<file path="config.mk">
export PLATFORM = sky130hd
export DESIGN_NAME = uart_alu_ctrl
export DESIGN_NICKNAME = d
export VERILOG_FILES = /design/src/rtl/uart_alu_pkg.sv /design/src/rtl/uart_alu_ctrl_frame_timer.sv /design/src/rtl/uart_alu_ctrl.sv
export SDC_FILE = /design/constraint.sdc
export NUM_CORES = 1
export LEC_CHECK = 0
export ABC_AREA = 1
export BUFFER_PORTS_ARGS = -buffer_cell sky130_fd_sc_hd__buf_4
export CORE_ASPECT_RATIO = 1.25
export CORE_MARGIN = 2
export CORE_UTILIZATION = 30
export CTS_CLUSTER_SIZE = 40
export DETAILED_ROUTE_END_ITERATION = 8
export REMOVE_ABC_BUFFERS = 1
export SLEW_MARGIN = 20
export SYNTH_ARGS = -nofsm -noshare
export SYNTH_HDL_FRONTEND = slang
export SYNTH_HIERARCHICAL = 1
export SYNTH_SLANG_ARGS = --single-unit
</file>
<file path="constraint.sdc">
create_clock -name CLK -period 2.4 [get_ports CLK]
set_input_delay 0.24 -clock CLK [delete_from_list [all_inputs] [get_ports CLK]]
set_output_delay 0.24 -clock CLK [all_outputs]
set_load 0.02 [all_outputs]
</file>
<file path="src/rtl/uart_alu_pkg.sv">
// Shared definitions for the UART-to-ALU command sequencer.
package uart_alu_pkg;

  // Sequencer states. The numeric values are visible on the STATE debug port.
  typedef enum logic [2:0] {
    GET_A  = 3'd0,
    GET_B  = 3'd1,
    GET_OP = 3'd2,
    EXEC   = 3'd3,
    SEND   = 3'd4
  } state_t;

  // Byte sent back in place of a result when a partial frame is dropped.
  localparam logic [7:0] ERR_BYTE_DEFAULT = 8'hEE;

endpackage

</file>
<file path="src/rtl/uart_alu_ctrl_frame_timer.sv">
// Inter-byte timeout counter for a partially received frame.
module frame_timer #(
  parameter int TO_BIT      = 22,
  parameter int TIMEOUT_CYC = 2_500_000
) (
  input  logic clk,
  input  logic rst_n,
  input  logic clr,
  input  logic en,
  output logic expired
);

  logic [TO_BIT-1:0] cnt;

  // Count idle cycles; clear has priority so a captured byte restarts the window.
  // NOTE: sequential state uses non-blocking assignments so every flop samples
  // pre-edge values regardless of process evaluation order.
  always_ff @(posedge clk or negedge rst_n) begin
    if (!rst_n)   cnt <= '0;
    else if (clr) cnt <= '0;
    else if (en)  cnt <= cnt + TO_BIT'(1);
  end

  // Last idle cycle of the window; the caller qualifies it with its own enable.
  assign expired = (cnt == TO_BIT'(TIMEOUT_CYC - 1));

endmodule

</file>
<file path="src/rtl/uart_alu_ctrl.sv">
// Sequencer between the UART FIFOs and a combinational ALU: pops A, B, opcode,
// executes, pushes one result byte, and drops stalled partial frames.
module uart_alu_ctrl
  import uart_alu_pkg::*;
#(
  parameter int                N_BIT       = 8,
  parameter int                OP_BIT      = 6,
  parameter int                TIMEOUT_CYC = 2_500_000,
  parameter int                TO_BIT      = 22,
  parameter logic [N_BIT-1:0]  ERR_BYTE    = N_BIT'(ERR_BYTE_DEFAULT)
) (
  input  logic              CLK,
  input  logic              RESET,
  input  logic              rx_empty,
  input  logic [N_BIT-1:0]  r_data,
  output logic              rd_uart,
  input  logic              tx_full,
  output logic              wr_uart,
  output logic [N_BIT-1:0]  w_data,
  output logic [N_BIT-1:0]  alu_a,
  output logic [N_BIT-1:0]  alu_b,
  output logic [OP_BIT-1:0] alu_op,
  input  logic [N_BIT-1:0]  alu_result,
  output logic              busy,
  output logic              frame_err,
  output logic [2:0]        STATE
);

  state_t            state, next_state;
  logic [N_BIT-1:0]  result;
  logic              in_frame;   // waiting for B or opcode; the timeout applies
  logic              timer_exp;
  logic              timeout;

  assign in_frame = (state == GET_B) || (state == GET_OP);
  // A byte present this cycle always beats the timeout.
  assign timeout  = in_frame && rx_empty && timer_exp;

  frame_timer #(
    .TO_BIT      (TO_BIT),
    .TIMEOUT_CYC (TIMEOUT_CYC)
  ) u_frame_timer (
    .clk     (CLK),
    .rst_n   (RESET),
    .clr     (!in_frame || !rx_empty),
    .en      (in_frame && rx_empty),
    .expired (timer_exp)
  );

  // State register.
  always_ff @(posedge CLK or negedge RESET) begin
    if (!RESET) state <= GET_A;
    else        state <= next_state;
  end

  // Next-state decode.
  // NOTE: every variable assigned in always_comb gets a default first so no
  // path leaves it unassigned and no latch is inferred.
  always_comb begin
    next_state = state;
    case (state)
      GET_A:  if (!rx_empty) next_state = GET_B;
      GET_B:  if (!rx_empty) next_state = GET_OP;
              else if (timeout) next_state = SEND;
      GET_OP: if (!rx_empty) next_state = EXEC;
              else if (timeout) next_state = SEND;
      EXEC:   next_state = SEND;
      SEND:   if (!tx_full) next_state = GET_A;
      default: next_state = GET_A;
    endcase
  end

  // FIFO handshakes and status; gated by reset so nothing pops or pushes in reset.
  always_comb begin
    rd_uart = 1'b0;
    wr_uart = 1'b0;
    busy    = (state != GET_A);
    if (RESET) begin
      rd_uart = !rx_empty && (state == GET_A || state == GET_B || state == GET_OP);
      wr_uart = !tx_full && (state == SEND);
    end
  end

  // Operand capture, result latch and the registered frame-error pulse.
  // NOTE: these registers are all reset explicitly; outputs must read 0 out of reset.
  always_ff @(posedge CLK or negedge RESET) begin
    if (!RESET) begin
      alu_a     <= '0;
      alu_b     <= '0;
      alu_op    <= '0;
      result    <= '0;
      frame_err <= 1'b0;
    end else begin
      frame_err <= timeout;
      if (state == GET_A && !rx_empty)  alu_a  <= r_data;
      if (state == GET_B && !rx_empty)  alu_b  <= r_data;
      if (state == GET_OP && !rx_empty) alu_op <= r_data[OP_BIT-1:0];
      if (state == EXEC)                result <= alu_result;
      else if (timeout)                 result <= ERR_BYTE;
    end
  end

  assign w_data = result;
  assign STATE  = state;

endmodule

</file>
==> run_results.csv <==
group,metric,value,unit
critical_path,rrSetupSlack,0.33,ns
synthesis,yosysTopAreaCell,"dfrtp_1",
synthesis,syn-mean-instance-area,8.00,um^2
synthesis,synth-seq-area-share,51.0,%
floorplan,die-area,9940,um^2
detailed_routing,vias,2416,
critical_path,cp-end-kind,"flop",
detailed_routing,drt-vias-per-instance,4.60,
critical_path,critPathArrivalTime,2.23,ns
floorplan,ios,57,
synthesis,mappedNetlistArea,2750,um^2
layout,fill_cells,969,
detailed_routing,wl,6400,um
grt,top_usage_layer,"met2",
floorplan,start_util,30.4,%
clock_tree,cts_inserted_buffers,5,
synthesis,synthTopCellsByArea,"dfrtp_1 51%, nand2_1 12%, nor2_1 5.6%, o21ai_0 5.3%, nand3_1 5.1%",
detailed_routing,drc,0,
floorplan,dieWidth,89.6,um
run,maxCapViolations,0,
grt,use_met2,22.6,%
critical_path,critPathRequiredTime,2.57,ns
critical_path,crit_type,"reg -> reg",
layout,layout.nets,422,
synthesis,ys_top_cells_by_count,"88 x nand2_1, 56 x dfrtp_1, 41 x nor2_1",
synthesis,ys_types,31,
detailed_routing,ant_nets,0,
synthesis,ys.warnings.count,6,
sta,rsz0062_at_grt,"false",
clock_tree,postCtsHoldBufs,0,
synthesis,synth_top_cell_area_share,51.0,%
grt,overflow,0,
critical_path,critPathMaxFanout,7,
sta,worstMarginPinSlew,0.696,ns
synthesis,synth_edf_count,0,
power_and_ir_drop,vdd_drop_max,0.495,mV
place,place_congestion,0.845,
layout,drive_gt1_share,22.1,%
clock_tree,clk_latency,0.29,ns
sta,finalSetupViolCount,0,
sta,hold_viol,0,
layout,n_antenna_cell,0,
detailed_routing,drt-pass1-iter-count,5,
clock_tree,cts_root_buffer,"clkbuf_16",
sta,finalCritPeriodShare,86.1,%
synthesis,async_reset_ff_share,100,%
clock_tree,cts.path.max_buffers,2,
detailed_routing,drtIter0Drc,128,
worst_hold_path,hold_path_class,"in -> async",
sta,skew,0.00419,ns
synthesis,syn_inst,343,
place,dp_hpwl,4730,um
grt,gr-usage-all-layers,14.0,%
floorplan,die_y,111,um
grt,met3_usage,2.83,%
layout,syn2layout_area_growth,25.2,%
synthesis,ys_ff_latch,56,
floorplan,coreArea,9030,um^2
place,io_buffer_count,56,
clock_tree,cts_setup_buffers,0,
synthesis,yosysMostFrequentCell,"nand2_1",
sta,min_period,2.07,ns
sta,finalSetupTns,0,ns
power_and_ir_drop,p_total,3.68,mW
grt,grt_pass1_wl,11000,um
detailed_routing,wire_per_inst,12.2,um
clock_tree,cts_max_level,2,
synthesis,synthFlopType,"dfrtp_1",
layout,fin_util,38.1,%
clock_tree,tritoncts,"yes",
clock_tree,clock-sinks,56,
sta,finalMaxSlewViolations,0,
clock_tree,path_clk_slew,0.07,ns
floorplan,row_count,39,
grt,grt_max_degree,57,
power_and_ir_drop,power.density,1070,nW/um^2
power_and_ir_drop,power_leakage,1.68,nW
outcome,status,"completed",
grt,antenna_found_initial,0,
grt,grt_pass1_vias,2406,
clock_tree,post_cts_resized,0,
sta,relSlewSlack,53.6,%
critical_path,crit_path_start_kind,"flop",
sta,timing.fmax,484,MHz
grt,grt_use_met1,18.7,%
==> layer usage <==
layer | up-vias | share of wire (%)
met2 | 64 | 50
met4 | 0 | 1.0
li1 | 1210 | -
met3 | 5 | 5.0
met1 | 1137 | 44
met5 | - | 0
==> layout by cell type, fill, tap and decap left out, types with 2 or more instances in the layout <==
cell,n
nor4_1,3
a21oi_1,14
inv_1,35
nor2_2,3
nor2_1,41
dfrtp_1,56
o21ai_0,29
nand2_4,2
buf_4,58
nand4_1,2
nand3_1,28
nand2_2,5
nor2_4,6
clkbuf_16,5
or2_2,5
nor3_1,7
nand2_1,88
==> kinds of logic (layout without fill, tap and decap cells) <==
| family | after synthesis | count (layout) | share of synthesized area (%) |
|---|---|---|---|
| flip-flops | 56 | 56 | 51.0 |
| adder cells (fa/ha/maj) | 1 | 1 | 0.456 |
| AND/OR/NAND/NOR | 194 | 194 | 32.5 |
| AO/OA/AOI/OAI | 48 | 48 | 9.12 |
| XOR/XNOR | 1 | 1 | 0.319 |
| buffers and inverters | 43 | 102 | 6.56 |
==> worst paths after layout <==
kind / start / endpoint / cells past startpoint
worst max-delay path: STATE[2] / u_frame_timer/cnt[5] / 10
worst min register to register: alu_a[0] / alu_a[0] / 2
min in group CLK: alu_result[0] / w_data[0] / 3
max in group asynchronous: RESET / u_frame_timer/cnt[11] / 2
worst min-delay path: RESET / u_frame_timer/cnt[17] / 2
worst max register to register: STATE[2] / u_frame_timer/cnt[5] / 10
==> area by class of cell <==
| cell class | count | area, um^2 | share of cell area (%) |
|---|---|---|---|
| timing repair buffer | 58 | 435 | 12.7 |
| clock inverter | 3 | 22.5 | 0.655 |
| tap | 123 | 154 | 4.48 |
| sequential | 56 | 1400 | 40.8 |
| inverter | 36 | 135 | 3.93 |
| multi-input combinational | 244 | 1160 | 33.9 |
| clock buffer | 5 | 125 | 3.64 |
==> critical path, cell delays in order (launching register included) <==
cell and delay [ns]:
dfrtp_1 0.43, inv_1 0.17, nand2_1 0.10, nor2_2 0.15
nand2_1 0.13, inv_1 0.18, inv_1 0.09, nand2_2 0.16
nand2_1 0.15, o21ai_0 0.28, a2bb2oi_1 0.11
==> registers in the layout, summed over array words and instances (netlist names) <==
| signal | cells |
|---|---|
| STATE | 3 |
| frame_err | 1 |
| alu_b | 8 |
| w_data | 8 |
| u_frame_timer/cnt | 22 |
| alu_op | 6 |
| alu_a | 8 |
==> stage by stage <==
stage	instance area, um^2	cells	hold WS, ns	worst slack, ns
after detailed placement	3290	517	0.453	0.366
after global placement	3290	517	0.447	0.378
after global routing	3440	525	0.157	0.0978
after CTS	3440	525	0.148	0.349
final	3440	525	0.109	0.334
after floorplan	2700	336	-0.0556	0.459
==> where the power goes <==
part	leakage (nW)	switching, mW	internal (mW)	total [mW]
Clock	0.0742	0.341	0.391	0.732
Combinational	0.872	0.943	0.605	1.55
Sequential	0.730	0.190	1.21	1.40
Note: power is estimated with default switching activity, not from simulation.
